**src/rtl/inferno_stick_8way.sv**
```systemverilog
// ---------------------------------------------------------------------------
// inferno_stick_8way
//
// Turns one Inferno player's MiSTer analog stick words into the two 8-way
// direction nibbles (run, aim) that williams2 expects on btn_run_* and
// btn_aim_*. Each stick goes through a deadzone with hysteresis, an 8-sector
// decode and a sample-count debounce. The run path also takes a D-pad
// override.
//
// Pipeline: S0 captures the inputs on sample_ce. S1 updates the per-axis
// active flags and forms a candidate direction. S2 debounces the candidate
// into the output registers. A sample_ce in cycle N shows up on the outputs
// in cycle N+3.
//
// Ports
//   clk_sys      in   system clock
//   reset_n      in   asynchronous active-low reset
//   sample_ce    in   one-cycle sample strobe
//   run_analog   in   [7:0] X signed (neg = left), [15:8] Y signed (neg = up)
//   aim_analog   in   right stick, same format
//   run_digital  in   D-pad {up,down,left,right}
//   run_dir      out  debounced run direction {up,down,left,right}
//   aim_dir      out  debounced aim direction, same encoding
//   dir_changed  out  one-cycle pulse when either direction output changes
// ---------------------------------------------------------------------------
module inferno_stick_8way #(
    parameter logic [7:0] DEADZONE = 8'd32,
    parameter logic [7:0] HYST     = 8'd8,
    parameter logic [1:0] HOLD     = 2'd3
) (
    input  logic        clk_sys,
    input  logic        reset_n,
    input  logic        sample_ce,
    input  logic [15:0] run_analog,
    input  logic [15:0] aim_analog,
    input  logic [3:0]  run_digital,
    output logic [3:0]  run_dir,
    output logic [3:0]  aim_dir,
    output logic        dir_changed
);

    localparam logic [8:0] ON_THR  = {1'b0, DEADZONE} + {1'b0, HYST};
    localparam logic [8:0] OFF_THR = {1'b0, DEADZONE};

    // Saturating absolute value: -128 maps to 127 rather than wrapping to 0.
    function automatic logic [8:0] mag9(input logic [7:0] v);
        logic [6:0] r;
        if (!v[7]) begin
            r = v[6:0];
        end else if (v == 8'h80) begin
            r = 7'd127;
        end else begin
            // Low 7 bits of the two's-complement negation.
            r = ~v[6:0] + 7'd1;
        end
        return {2'b00, r};
    endfunction

    // An idle axis needs DEADZONE+HYST to wake up; an active one only drops
    // out below DEADZONE, so a stick resting near the edge does not chatter.
    function automatic logic axis_next(input logic cur, input logic [8:0] m);
        logic nxt;
        if (!cur) begin
            nxt = (m >= ON_THR);
        end else begin
            nxt = (m >= OFF_THR);
        end
        return nxt;
    endfunction

    // 8-sector decode. With both axes active the larger magnitude is the
    // major axis (X on a tie); the minor one is only kept when it is at least
    // half the major, which splits the plane into 45-degree-ish sectors.
    function automatic logic [3:0] decode(
        input logic       ax,
        input logic       ay,
        input logic [8:0] mx,
        input logic [8:0] my,
        input logic       sx,
        input logic       sy
    );
        logic [3:0] xb;
        logic [3:0] yb;
        logic [8:0] maj;
        logic [8:0] mnr;
        logic [3:0] d;
        xb  = sx ? 4'b0010 : 4'b0001;
        yb  = sy ? 4'b1000 : 4'b0100;
        maj = 9'd0;
        mnr = 9'd0;
        d   = 4'b0000;
        if (ax && ay) begin
            if (mx >= my) begin
                maj = mx;
                mnr = my;
            end else begin
                maj = my;
                mnr = mx;
            end
            if ({mnr[7:0], 1'b0} >= maj) begin
                d = xb | yb;
            end else if (mx >= my) begin
                d = xb;
            end else begin
                d = yb;
            end
        end else if (ax) begin
            d = xb;
        end else if (ay) begin
            d = yb;
        end
        return d;
    endfunction

    // Returns {out, last, count}. A forced sample (D-pad) skips the hold
    // wait and leaves the debouncer settled on the forced value.
    function automatic logic [9:0] debounce(
        input logic [3:0] cand,
        input logic       force_en,
        input logic [3:0] last,
        input logic [1:0] cnt,
        input logic [3:0] out
    );
        logic [3:0] nl;
        logic [1:0] nc;
        logic [3:0] no;
        if (force_en) begin
            nl = cand;
            nc = HOLD;
            no = cand;
        end else begin
            if (cand != last) begin
                nl = cand;
                nc = 2'd1;
            end else begin
                nl = last;
                nc = (cnt >= HOLD) ? HOLD : cnt + 2'd1;
            end
            no = ((nc == HOLD) && (nl != out)) ? nl : out;
        end
        return {no, nl, nc};
    endfunction

    // S0 capture
    logic        s0_vld_q;
    logic [15:0] s0_run_q;
    logic [15:0] s0_aim_q;
    logic [3:0]  s0_dig_q;

    // S1 axis state and candidates
    logic        run_ax_x_q, run_ax_y_q, aim_ax_x_q, aim_ax_y_q;
    logic        run_ax_x_d, run_ax_y_d, aim_ax_x_d, aim_ax_y_d;
    logic        s1_vld_q;
    logic [3:0]  s1_run_cand_q, s1_aim_cand_q;
    logic [3:0]  s1_run_cand_d, s1_aim_cand_d;
    logic        s1_run_force_q, s1_run_force_d;

    // S2 debounce and outputs
    logic [3:0]  run_last_q, aim_last_q, run_last_d, aim_last_d;
    logic [1:0]  run_cnt_q, aim_cnt_q, run_cnt_d, aim_cnt_d;
    logic [3:0]  run_dir_q, aim_dir_q, run_dir_d, aim_dir_d;
    logic        dir_changed_q, dir_changed_d;

    logic [8:0]  run_mx, run_my, aim_mx, aim_my;
    logic [3:0]  run_cand_a;
    logic [3:0]  dig_clean;

    always_comb begin
        run_mx = mag9(s0_run_q[7:0]);
        run_my = mag9(s0_run_q[15:8]);
        aim_mx = mag9(s0_aim_q[7:0]);
        aim_my = mag9(s0_aim_q[15:8]);

        run_ax_x_d = axis_next(run_ax_x_q, run_mx);
        run_ax_y_d = axis_next(run_ax_y_q, run_my);
        aim_ax_x_d = axis_next(aim_ax_x_q, aim_mx);
        aim_ax_y_d = axis_next(aim_ax_y_q, aim_my);

        run_cand_a = decode(run_ax_x_d, run_ax_y_d, run_mx, run_my,
                            s0_run_q[7], s0_run_q[15]);
        s1_aim_cand_d = decode(aim_ax_x_d, aim_ax_y_d, aim_mx, aim_my,
                               s0_aim_q[7], s0_aim_q[15]);

        // Opposing D-pad directions cancel each other.
        dig_clean = s0_dig_q;
        if (s0_dig_q[3] && s0_dig_q[2]) begin
            dig_clean[3:2] = 2'b00;
        end
        if (s0_dig_q[1] && s0_dig_q[0]) begin
            dig_clean[1:0] = 2'b00;
        end
        s1_run_force_d = |dig_clean;
        s1_run_cand_d  = s1_run_force_d ? dig_clean : run_cand_a;

        {run_dir_d, run_last_d, run_cnt_d} =
            debounce(s1_run_cand_q, s1_run_force_q, run_last_q, run_cnt_q, run_dir_q);
        {aim_dir_d, aim_last_d, aim_cnt_d} =
            debounce(s1_aim_cand_q, 1'b0, aim_last_q, aim_cnt_q, aim_dir_q);

        dir_changed_d = s1_vld_q &&
                        ((run_dir_d != run_dir_q) || (aim_dir_d != aim_dir_q));
    end

    always_ff @(posedge clk_sys or negedge reset_n) begin
        if (!reset_n) begin
            s0_vld_q       <= 1'b0;
            s0_run_q       <= 16'd0;
            s0_aim_q       <= 16'd0;
            s0_dig_q       <= 4'd0;
            run_ax_x_q     <= 1'b0;
            run_ax_y_q     <= 1'b0;
            aim_ax_x_q     <= 1'b0;
            aim_ax_y_q     <= 1'b0;
            s1_vld_q       <= 1'b0;
            s1_run_cand_q  <= 4'd0;
            s1_aim_cand_q  <= 4'd0;
            s1_run_force_q <= 1'b0;
            run_last_q     <= 4'd0;
            aim_last_q     <= 4'd0;
            run_cnt_q      <= 2'd0;
            aim_cnt_q      <= 2'd0;
            run_dir_q      <= 4'd0;
            aim_dir_q      <= 4'd0;
            dir_changed_q  <= 1'b0;
        end else begin
            s0_vld_q <= sample_ce;
            if (sample_ce) begin
                s0_run_q <= run_analog;
                s0_aim_q <= aim_analog;
                s0_dig_q <= run_digital;
            end

            s1_vld_q <= s0_vld_q;
            if (s0_vld_q) begin
                run_ax_x_q     <= run_ax_x_d;
                run_ax_y_q     <= run_ax_y_d;
                aim_ax_x_q     <= aim_ax_x_d;
                aim_ax_y_q     <= aim_ax_y_d;
                s1_run_cand_q  <= s1_run_cand_d;
                s1_aim_cand_q  <= s1_aim_cand_d;
                s1_run_force_q <= s1_run_force_d;
            end

            if (s1_vld_q) begin
                run_last_q <= run_last_d;
                aim_last_q <= aim_last_d;
                run_cnt_q  <= run_cnt_d;
                aim_cnt_q  <= aim_cnt_d;
                run_dir_q  <= run_dir_d;
                aim_dir_q  <= aim_dir_d;
            end

            dir_changed_q <= dir_changed_d;
        end
    end

    assign run_dir     = run_dir_q;
    assign aim_dir     = aim_dir_q;
    assign dir_changed = dir_changed_q;

endmodule

```
**config.mk**
```make
export PLATFORM = sky130hd
export DESIGN_NAME = inferno_stick_8way
export DESIGN_NICKNAME = d
export VERILOG_FILES = /design/src/rtl/inferno_stick_8way.sv
export SDC_FILE = /design/constraint.sdc
export NUM_CORES = 1
export LEC_CHECK = 0
export CORE_ASPECT_RATIO = 0.5
export CORE_MARGIN = 1
export CORE_UTILIZATION = 35
export CTS_BUF_LIST = sky130_fd_sc_hd__clkbuf_2
export CTS_CLUSTER_DIAMETER = 200
export CTS_CLUSTER_SIZE = 16
export DETAILED_ROUTE_END_ITERATION = 8
export PLACE_DENSITY_LB_ADDON = 0.25
export SYNTH_ARGS = -nofsm -noshare
export SYNTH_HDL_FRONTEND = slang
export SYNTH_SLANG_ARGS = --single-unit
export TNS_END_PERCENT = 20
```
**constraint.sdc**
```tcl
create_clock -name clk_sys -period 4.79 [get_ports clk_sys]
set_input_delay 1.437 -clock clk_sys [delete_from_list [all_inputs] [get_ports clk_sys]]
set_output_delay 1.437 -clock clk_sys [all_outputs]
set_load 0.01 [all_outputs]
```
==> impl_metrics.ini <==
[outcome]
status = finished clean

[sta]
fin_crit_sh_pct = 94.1
period_needed_ns = 4.51
holdWs_ns = 0.514
clock.fmax_mhz = 222
rsz0062_at_grt = false
setup_viol = 0
finalSetupTns_ns = 0
fin_skew_ns = 0.0184
setup_ws_ns = 0.285
finalHoldViolations = 0
drv_slew = 0
relSlewSlack_pct = 36.5
worst-slew-pin-transition_ns = 0.953

[power_and_ir_drop]
report.power.total_mw = 1.99
vdd_drop_max_uv = 104
power.density_nw_per_um2 = 359
p_leak_nw = 2.36

[cts]
clock_sink_count = 72
clk_root_buffer_cell = clkbuf_2
h-tree-depth = 3
cts_tree = yes
cts_buffer_depth = 2
insertion_delay_ns = 0.50
clkTransAtPathRegs_ns = 0.21
cts_made_buffers = 9

[setup_path]
worst_setup_path_end_kind = flip-flop
crit_chain = inv_1 -> ha_1 -> nor3b_2 -> nor2b_4 -> o21ai_0 -> o21a_1 -> ha_1 -> a21o_1 -> a31oi_1 -> o21ai_0 -> maj3_2 -> a21oi_4 -> mux2_2 -> ha_1 -> or3_1 -> o21ai_0 -> a21oi_2 -> nor4b_4 -> o32ai_2
rr_endpoint = s1_aim_cand_q[1]
path_max_fanout = 5
r2r_cells = 19
crit_path_start_kind = flip-flop
r2r_start = s0_aim_q[8]
worstPathRequired_ns = 5.17
critical-path-slowest-cell = dfrtp_2
critPathArrivalTime_ns = 4.89
max_stage_delay_ns = 0.46
crit_type = flip-flop to flip-flop
r2r_slack_ns = 0.28

[routing]
antenna_left = 0
viasPerCell = 5.16
wl_met3_um = 272
drtIter0Drc = 201
first_pass_iters = 4
vias = 3775
avgRoutedWirePerCell_um = 13.9
drc = 0
wl_um = 10200
wl_met2_um = 4730
met1_length_um = 5150
routed.top_layer = met4

[grt]
grt_pass1_wl_um = 17400
grt_overflow = 0
grt_pass1_vias = 3600
grt_start_max_net_pins = 73
antenna_found_initial = 0
grt_usage_pct = 15.1

[worst_hold_path]
min_to = run_cnt_q[0]
hold_path.class = flip-flop to flip-flop
holdPathStages = 1
min_from = run_cnt_q[0]

[yosys]
synth.net_count = 574
synth_seq_cells = 72
postSynthAreaPerCell_um2 = 9.42
ys.flop_type = dfrtp_1
synth_cell_type_count = 66
syn-instance-count = 505
synth_area_um2 = 4760
yosys_warnings = 0
yosysSeqAreaShare_pct = 37.9
synth_edf_count = 0
async_flop_share_pct = 100

[cells_and_area]
antenna_cells = 0
drive_gt1_share_pct = 17.3
fin_area_um2 = 5550
fin_nets = 625
syn2layout_area_growth_pct = 16.7
fill_cells = 1236
fin_cells = 731
fin_util_pct = 42.9

[floorplanning]
die_w_um = 167
core-area_um2 = 13000
initial_core_util_pct = 36.7
dieArea_um2 = 14100
die_y_um = 84.4
fp-row-count = 29
io-pin-count = 48

[job]
maxCapViolations = 0

[place]
hpwl_um = 7550
gp_congestion = 0.832
place_ws_ns = 0.0119
port_buffers = 47
placed_cells = 713
place_area_um2 = 5420
[repair_timing]
action                     4_1_cts  5_1_grt
resized for setup                1        8
buffers inserted                 0        2
hold buffers                     0        0
pin swaps                        0        1
setup endpoints to repair        1        8
[state kept, by name (all words and copies together), names as in the netlist]
register	count
aim_ax_x_q	1
aim_ax_y_q	1
aim_cnt_q	2
aim_dir	4
aim_last_q	4
dir_changed	1
run_ax_x_q	1
run_ax_y_q	1
run_cnt_q	2
run_dir	4
run_last_q	4
s0_aim_q	16
s0_dig_q	4
s0_run_q	16
s0_vld_q	1
s1_aim_cand_q	4
s1_run_cand_q	4
s1_run_force_q	1
s1_vld_q	1
[cell usage in the layout (no fill, tap or decap), types with 6 or more instances in the layout]
master and n:
nand2_1 60, dfrtp_1 70, nand2b_1 6, inv_1 33
o21a_1 6, xor2_1 14, buf_4 13, clkbuf_2 10
o21ai_0 46, a31oi_1 8, nor2_1 28, clkdlybuf4s50_1 45
mux2_2 38, ha_1 30, o21ai_1 8, mux2i_1 6
o22ai_1 8, xnor2_1 6, a21oi_1 25, nor3_1 6
[cells by family after synthesis]
logic type / Yosys count / share of synthesized area (%)
AOI/OAI and AO/OA: 139 / 18.9
DFF: 72 / 37.9
xor gates and xnor gates: 20 / 3.68
and+or+nand+nor: 142 / 15.3
adders and majority gates: 32 / 8.36
buffers and inverters: 53 / 4.68
muxes: 47 / 11.2
[final cells by class]
type	instances	area, um2	share of cell area, %
multi-input combinational	380	2750	49.5
sequential	72	1800	32.5
tap	170	213	3.83
clock buffer	10	50.0	0.902
timing repair buffer	60	568	10.2
inverter	33	124	2.23
clock inverter	6	43.8	0.789
[critical path: cells and delay by family (launching register included)]
kind                       cells  cell delay, ns
AOI/OAI and AO/OA              9            1.28
DFF                            1            0.46
buffers and inverters          1            0.07
and+or+nand+nor                4            1.06
adders and majority gates      4            1.15
muxes                          1            0.38
[cells in the mapped netlist, types with 4 or more instances]
cell type   n  area share, %
nor2_1     28            2.2
o21ai_0    47            4.9
nor2b_1     5           0.66
inv_1      33            2.6
o22ai_1     8            1.1
o21a_1      6           0.95
xnor2_1     6            1.1
nand2_1    60            4.7
mux2i_1     6            1.3
o22a_1      4           0.74
a21oi_1    26            2.7
ha_1       30            7.9
a31oi_1     8            1.1
clkbuf_1   15            1.2
and2_1      4           0.53
o21ai_1     7           0.74
mux2_2     38            9.0
xor2_1     14            2.6
or3_1       5           0.66
o311ai_0    5           0.92
nor3b_1     5           0.79
nand2b_1    6           0.79
nor3_1      6           0.63
dfrtp_1    72             38
[per-layer routing]
metal,GRT usage [%],up-vias
li1,-,1913
met1,21.0,1812
met2,24.3,48
met3,3.39,2
met4,2.95,0
met5,0,-
[how the worst max path moves through the flow]
| stage | startpoint | cells past startpoint | endpoint | slack [ns] |
|---|---|---|---|---|
| 2_1_floorplan | s0_aim_q[8] | 20 | s1_aim_cand_q[1] | 0.55 |
| 3_3_place_gp | s0_aim_q[9] | 21 | s1_aim_cand_q[1] | 0.08 |
| 3_5_place_dp | s0_aim_q[9] | 21 | s1_aim_cand_q[1] | 0.01 |
| 4_1_cts | s0_aim_q[9] | 21 | s1_aim_cand_q[1] | 0.1 |
| 5_1_grt | s0_aim_q[8] | 21 | s1_aim_cand_q[1] | 0.008 |
| 6_report | s0_aim_q[8] | 19 | s1_aim_cand_q[1] | 0.28 |
[where the power goes]
part	total, mW	internal [mW]	switching [mW]
registers	0.824	0.710	0.115
clock network	0.299	0.0724	0.226
logic	0.870	0.441	0.429
Note: power is estimated with default switching activity, not from simulation.
